==> src/rtl/spawn_pkg.sv <==
// spawn_pkg -- shared constants, types and helpers for the spawn picker.
//
// Contents:
//   GRID_ROWS / GRID_COLS / GRID_TILES  playfield geometry (15 x 20 = 300 tiles)
//   LFSR_SEED                           reset value of the candidate LFSR
//   row_t / col_t                       tile coordinates
//   spawn_state_t                       picker FSM states
//   lfsr_next                           one step of the x^16+x^14+x^13+x^11+1 LFSR
//   cand_row / cand_col                 map raw LFSR bits onto a legal tile

package spawn_pkg;

  localparam int unsigned GRID_ROWS  = 15;
  localparam int unsigned GRID_COLS  = 20;
  localparam int unsigned GRID_TILES = GRID_ROWS * GRID_COLS;

  localparam logic [15:0] LFSR_SEED = 16'hACE1;

  typedef logic [3:0] row_t;
  typedef logic [4:0] col_t;

  typedef enum logic [1:0] {
    IDLE,
    SCAN,
    DONE
  } spawn_state_t;

  // Fibonacci form: stages 16,14,13,11 are bits 15,13,12,10; feedback enters
  // at bit 0. Maximal-length, so a nonzero seed never reaches zero.
  function automatic logic [15:0] lfsr_next(input logic [15:0] v);
    return {v[14:0], v[15] ^ v[13] ^ v[12] ^ v[10]};
  endfunction

  // Row nibble covers 0..15; the single out-of-range value folds to row 0.
  function automatic row_t cand_row(input logic [3:0] nib);
    return (nib == 4'd15) ? '0 : nib;
  endfunction

  // Column field covers 0..31; 20..31 fold down by one grid width.
  function automatic col_t cand_col(input logic [4:0] fld);
    return (fld >= 5'd20) ? fld - 5'd20 : fld;
  endfunction

endpackage

==> src/rtl/spawn_lfsr.sv <==
// spawn_lfsr -- free-running 16-bit Fibonacci LFSR supplying spawn candidates.
//
// Ports:
//   Clk      in   system clock
//   Reset_n  in   asynchronous active-low reset, reloads LFSR_SEED
//   lfsr     out  current LFSR state, advances on every rising edge

module spawn_lfsr
  import spawn_pkg::*;
(
  input  logic        Clk,
  input  logic        Reset_n,
  output logic [15:0] lfsr
);

  always_ff @(posedge Clk or negedge Reset_n) begin
    if (!Reset_n) begin
      lfsr <= LFSR_SEED;
    end else begin
      lfsr <= lfsr_next(lfsr);
    end
  end

endmodule

==> src/rtl/spawn_picker.sv <==
// spawn_picker -- finds one free tile on the 15 x 20 playfield for a sprite spawn.
//
// On a request the blocking map (barrier code nonzero or tile occupied) is
// frozen into a snapshot and a pseudo-random start tile is taken from the
// LFSR. One snapshot tile is tested per cycle in row-major order with
// wrap-around; the first free tile is reported, or a failure after all 300
// tiles have been tested. The result is held until acknowledged.
//
// Ports:
//   Clk         in   system clock, rising edge
//   Reset_n     in   asynchronous active-low reset
//   barrier     in   [0:14][0:19][0:1] level barrier codes, nonzero = blocked
//   occ_mask    in   [0:14][0:19] sprite occupancy, 1 = blocked
//   spawn_req   in   request, sampled only while idle
//   spawn_ack   in   result acknowledge, sampled only while a result is held
//   busy        out  search in progress
//   spawn_done  out  result valid, held until acknowledged
//   spawn_fail  out  qualifies spawn_done: no free tile exists
//   spawn_row   out  chosen row 0..14 (0 on failure)
//   spawn_col   out  chosen column 0..19 (0 on failure)
//
// Build option:
//   SPAWN_BORDER_EXCL_EN  when defined, rows 0, 1, 14 and columns 0, 19 are
//                         always treated as blocked in the snapshot.

module spawn_picker
  import spawn_pkg::*;
(
  input  logic                   Clk,
  input  logic                   Reset_n,
  input  logic [0:14][0:19][0:1] barrier,
  input  logic [0:14][0:19]      occ_mask,
  input  logic                   spawn_req,
  input  logic                   spawn_ack,
  output logic                   busy,
  output logic                   spawn_done,
  output logic                   spawn_fail,
  output logic [3:0]             spawn_row,
  output logic [4:0]             spawn_col
);

  // --------------------------------------------------------------------------
  // Candidate source
  // --------------------------------------------------------------------------
  logic [15:0] lfsr;
  logic        lfsr_unused;

  spawn_lfsr u_lfsr (
    .Clk     (Clk),
    .Reset_n (Reset_n),
    .lfsr    (lfsr)
  );

  // Only the low nine bits select a candidate.
  assign lfsr_unused = ^lfsr[15:9];

  // --------------------------------------------------------------------------
  // Live blocking map, captured into the snapshot on the accepting edge
  // --------------------------------------------------------------------------
  logic [0:GRID_ROWS-1][0:GRID_COLS-1] snap_d;
  logic [0:GRID_ROWS-1][0:GRID_COLS-1] snap_q;

  for (genvar r = 0; r < GRID_ROWS; r++) begin : g_row
    for (genvar c = 0; c < GRID_COLS; c++) begin : g_col
`ifdef SPAWN_BORDER_EXCL_EN
      localparam bit EDGE_TILE = (r < 2) || (r == GRID_ROWS - 1) ||
                                 (c == 0) || (c == GRID_COLS - 1);
      assign snap_d[r][c] = EDGE_TILE | (|barrier[r][c]) | occ_mask[r][c];
`else
      assign snap_d[r][c] = (|barrier[r][c]) | occ_mask[r][c];
`endif
    end
  end

  // --------------------------------------------------------------------------
  // Scan state
  // --------------------------------------------------------------------------
  spawn_state_t state;
  spawn_state_t next_state;

  row_t       scan_row;
  col_t       scan_col;
  logic [8:0] check_cnt;
  logic       tile_free;
  logic       last_check;

  assign tile_free  = ~snap_q[scan_row][scan_col];
  // Tile being tested now is the 300th; if it is blocked the search fails.
  assign last_check = (check_cnt == 9'(GRID_TILES - 1));

  // --------------------------------------------------------------------------
  // FSM: state register
  // --------------------------------------------------------------------------
  always_ff @(posedge Clk or negedge Reset_n) begin
    if (!Reset_n) begin
      state <= IDLE;
    end else begin
      state <= next_state;
    end
  end

  // --------------------------------------------------------------------------
  // FSM: next-state logic
  // --------------------------------------------------------------------------
  always_comb begin
    next_state = state;
    unique case (state)
      IDLE: begin
        if (spawn_req) begin
          next_state = SCAN;
        end
      end
      SCAN: begin
        if (tile_free || last_check) begin
          next_state = DONE;
        end
      end
      DONE: begin
        if (spawn_ack) begin
          next_state = IDLE;
        end
      end
      default: begin
        next_state = IDLE;
      end
    endcase
  end

  // --------------------------------------------------------------------------
  // FSM: outputs
  // --------------------------------------------------------------------------
  always_comb begin
    busy       = (state == SCAN);
    spawn_done = (state == DONE);
  end

  // --------------------------------------------------------------------------
  // Snapshot, scan position, check counter and result registers
  // --------------------------------------------------------------------------
  always_ff @(posedge Clk or negedge Reset_n) begin
    if (!Reset_n) begin
      snap_q     <= '0;
      scan_row   <= '0;
      scan_col   <= '0;
      check_cnt  <= '0;
      spawn_fail <= 1'b0;
      spawn_row  <= '0;
      spawn_col  <= '0;
    end else begin
      unique case (state)
        IDLE: begin
          if (spawn_req) begin
            snap_q    <= snap_d;
            scan_row  <= cand_row(lfsr[3:0]);
            scan_col  <= cand_col(lfsr[8:4]);
            check_cnt <= '0;
          end
        end
        SCAN: begin
          if (tile_free) begin
            spawn_row  <= scan_row;
            spawn_col  <= scan_col;
            spawn_fail <= 1'b0;
          end else begin
            check_cnt <= check_cnt + 9'd1;
            if (scan_col == col_t'(GRID_COLS - 1)) begin
              scan_col <= '0;
              scan_row <= (scan_row == row_t'(GRID_ROWS - 1)) ? '0 : scan_row + 4'd1;
            end else begin
              scan_col <= scan_col + 5'd1;
            end
            if (last_check) begin
              spawn_fail <= 1'b1;
              spawn_row  <= '0;
              spawn_col  <= '0;
            end
          end
        end
        default: begin
        end
      endcase
    end
  end

endmodule

==> config.mk <==
export PLATFORM = sky130hd
export DESIGN_NAME = spawn_picker
export DESIGN_NICKNAME = d
export VERILOG_FILES = /design/src/rtl/spawn_pkg.sv /design/src/rtl/spawn_lfsr.sv /design/src/rtl/spawn_picker.sv
export SDC_FILE = /design/constraint.sdc
export NUM_CORES = 1
export LEC_CHECK = 0
export CORE_AREA = 5 5 354 356
export CTS_BUF_LIST = sky130_fd_sc_hd__clkbuf_4 sky130_fd_sc_hd__clkbuf_8
export DETAILED_ROUTE_END_ITERATION = 10
export DIE_AREA = 0 0 359 361
export RECOVER_POWER = 50
export SYNTH_ARGS = -nofsm -noshare
export SYNTH_HDL_FRONTEND = slang
export SYNTH_SLANG_ARGS = --single-unit
==> constraint.sdc <==
create_clock -name Clk -period 4 [get_ports Clk]
set_clock_uncertainty 0.05 [all_clocks]
set_input_delay 0.4 -clock Clk [delete_from_list [all_inputs] [get_ports Clk]]
set_output_delay 0.4 -clock Clk [all_outputs]
set_load 0.02 [all_outputs]
==> results.json <==
{
  "num_vias": 17700,
  "synth_warnings": 0,
  "synth_flop_cell": "dfrtp_1",
  "yosys.area.top_type_share": 0.508,
  "cp.arrival_ps": 3980,
  "ff2ff_setup_slack_ps": 530,
  "grt.met1_usage": 0.246,
  "grt_max_degree": 115,
  "internal_power_w": 0.0107,
  "crit_required_ps": 4510,
  "vias_per_cell": 4.11,
  "die-area_sq_mm": 0.130,
  "max-vdd-ir-drop_uv": 252,
  "pwr-share-comb": 0.387,
  "core_area_sq_mm": 0.121,
  "rr_endpoint": "scan_col[4]",
  "crit_buf_inv": 1,
  "finalHoldViolCount": 0,
  "grt_overflow_total": 0,
  "ys_seq_elements": 346,
  "crit_fanout": 21,
  "crit_path_cell_trace": "buf_4, mux4_2, mux2i_1, mux4_2, nor2_1, a41o_1, a31oi_2, o21ai_0, mux2_2",
  "leakage_nw": 11.3,
  "wl_um": 125000,
  "fmax_mhz": 288,
  "grt_usage": 0.185,
  "tightest_slew_ps": 2050,
  "hold_path_class": "flop to flop",
  "endpoint": "scan_col[4]",
  "synthAdderAreaFrac": 0.00301,
  "synth_simple_gate_area_frac": 0.197,
  "p_sw_frac": 0.394,
  "antenna_left": 0,
  "synth_top_family_by_area": "simple AND/OR/NAND/NOR gates",
  "maxCapViolations": 1,
  "syn_nets": 2608,
  "cts_inserted_buffers": 71,
  "grt_use_met2": 0.299,
  "drc": 0,
  "power_density_mw_per_mm2": 605,
  "drt_pass1_iterations": 6,
  "synth_compound_area_frac": 0.131,
  "insertion_delay_ps": 670,
  "grt_pass1_vias": 18100,
  "seq_area_sq_mm": 0.00868,
  "rows": 128,
  "p_switching_w": 0.00699,
  "multi_input_area_sq_mm": 0.00741,
  "fp.dieW_um": 359,
  "fin_tns_setup_ps": 0,
  "use_met3": 0.0628,
  "dr.first_iter.drc_count": 1306,
  "syn-cell-area_sq_mm": 0.0166,
  "num_io_pins": 916,
  "gp_congestion": 0.941,
  "postCtsSetupRepairBufs": 0,
  "cts.sinks": 346,
  "synthCells": 1700,
  "p_clk_frac": 0.233,
  "criticalPathCategory": "flop to flop",
  "cts-root-buf": "clkbuf_8",
  "hold-worst-slack_ps": 288,
  "maxSlewHeadroom": -0.364,
  "hp-start": "u_lfsr.lfsr[14]",
  "synth-async-reset-ratio": 1.00,
  "htreeDepth": 3,
  "crit_start": "scan_row[1]",
  "grt_pass1_wl_um": 164000,
  "setup_viol": 0,
  "hpwl_um": 109000,
  "antenna_found_initial": 96,
  "post_synth_num_cell_types": 63,
  "synthTopCellsByArea": "dfrtp_1 (51%), o21ai_0 (9.4%), nor3_1 (9.1%)",
  "layout_setup_ws_ps": 525,
  "grt.busiest_layer": "met2",
  "end_kind": "flop",
  "finalNetCount": 3530,
  "place_ws_ps": 602,
  "io_buffers": 915,
  "r2r_cells": 9,
  "cp_slowest_cell": "dfrtp_4",
  "cpPeakStageDelay_ps": 610,
  "cpLargestDelayFamily": "multiplexers",
  "synth_xor_area_frac": 0.00158,
  "rsz0062_at_grt": "no",
  "clk_path_buf_depth": 3,
  "synth-seq-area-share": 0.521,
  "crit_path_frequent_cell": "mux4_2",
  "fin_crit_sh": 0.869,
  "synthMuxAreaShare": 0.112,
  "clkTransAtPathRegs_ps": 70,
  "drv_slew": 66,
  "synthToLayoutAreaGrowth_pct": 76.3,
  "routedWlPerCell_um": 29.1,
  "synth.avg_cell_area_sq_um": 9.79,
  "fin_crit_ps": 3470,
  "synth-edff-count": 0,
  "seq_power_share": 0.380,
  "cts_tree": "built",
  "path_depth": 9,
  "outcome": "finished with violations",
  "regToRegStartpoint": "scan_row[1]",
  "fill_cells": 13200,
  "start_util": 0.137,
  "yosys.area.top_type": "dfrtp_1",
  "cp-start-kind": "flop",
  "fp.dieH_um": 361,
  "drive_gt1_frac": 0.0943,
  "violations": "capacitance limit, slew limit"
}
## repair_timing
item	in CTS	in global routing
endpoints found under the hold margin	65	0
hold buffers	1	0
resized for setup	0	0
endpoints found under the setup margin	0	0
## routing by layer
metal,wire [um],vias to the layer above
li1,-,8022
met1,55300,8547
met2,56700,907
met3,10600,206
met4,2650,20
met5,115,-
## power by group through the flow
stage | logic, W | registers [W] | clock network, W
floorplan | 0.00407 | 0.00583 | 0
global placement | 0.00683 | 0.00687 | 0
detailed placement | 0.00697 | 0.00678 | 0
CTS | 0.00700 | 0.00675 | 0.00433
global route | 0.00754 | 0.00692 | 0.00445
finish | 0.00686 | 0.00674 | 0.00414
## through the flow
stage	instances	util	total power (W)	cell area, sq um
floorplan	1700	-	0.00991	16600
global placement	4173	0.229	0.0137	27700
detailed placement	4173	0.229	0.0137	27700
CTS	4298	0.241	0.0181	29300
global route	4300	0.241	0.0189	29300
finish	4312	0.242	0.0177	29300
## state kept, by name (all words and copies together) (netlist names), 2 cells and up
| register | cells |
|---|---|
| check_cnt | 9 |
| scan_col | 5 |
| scan_row | 4 |
| snap_q | 300 |
| spawn_col | 5 |
| spawn_row | 4 |
| state | 2 |
| u_lfsr.lfsr | 16 |
## synth_stat cells (7+ instances only)
cell and instances:
o31ai_1 7, nor2_1 13, nand2b_1 8, o21ai_0 312, a22oi_1 13, dfstp_2 8, clkbuf_1 75, a21oi_1 16
mux2i_1 29, nand3_1 21, buf_6 9, a221oi_1 9, nand2_1 349, nor3_1 303, buf_2 10, mux2_2 19
nand4_1 11, dfrtp_1 338, inv_1 13, mux4_2 57
## kinds of logic (layout without fill, tap and decap cells)
| kind of cell | after synthesis | count (layout) |
|---|---|---|
| multiplexers | 108 | 108 |
| AND/OR/NAND/NOR | 729 | 729 |
| buffers and inverters | 118 | 1091 |
| flip-flops | 346 | 346 |
| adder cells (fa/ha/maj) | 4 | 4 |
| other | 0 | 14 |
| XOR/XNOR | 3 | 3 |
| AO/OA/AOI/OAI | 392 | 392 |
## worst min path at each step
stage                            endpoint  cells after the start
after global routing          snap_q[132]                      3
after floorplan              check_cnt[0]                      0
after CTS                     snap_q[296]                      2
final                     u_lfsr.lfsr[15]                      0
after global placement    u_lfsr.lfsr[10]                      0
after detailed placement  u_lfsr.lfsr[10]                      0
## cells in the final DEF (no fill, tap or decap), types with 10 or more instances in the layout
cell type,n
clkdlybuf4s50_1,914
nand2_1,349
dfrtp_1,336
o21ai_0,312
nor3_1,303
clkbuf_8,81
mux4_2,57
mux2i_1,29
buf_4,28
nand3_1,21
mux2_2,19
clkbuf_4,18
a21oi_1,16
diode_2,14
inv_1,13
a22oi_1,13
nor2_1,13
nand4_1,11
clkinv_2,11
buf_12,10
## area by class of cell
cell class / count / area share
timing repair buffer: 954 / 0.326
sequential: 346 / 0.296
multi-input combinational: 1236 / 0.253
tap: 1625 / 0.0693
clock buffer: 99 / 0.0426
clock inverter: 25 / 0.0103
inverter: 13 / 0.00166
antenna: 14 / 0.00119
Note: power is estimated with default switching activity, not from simulation.
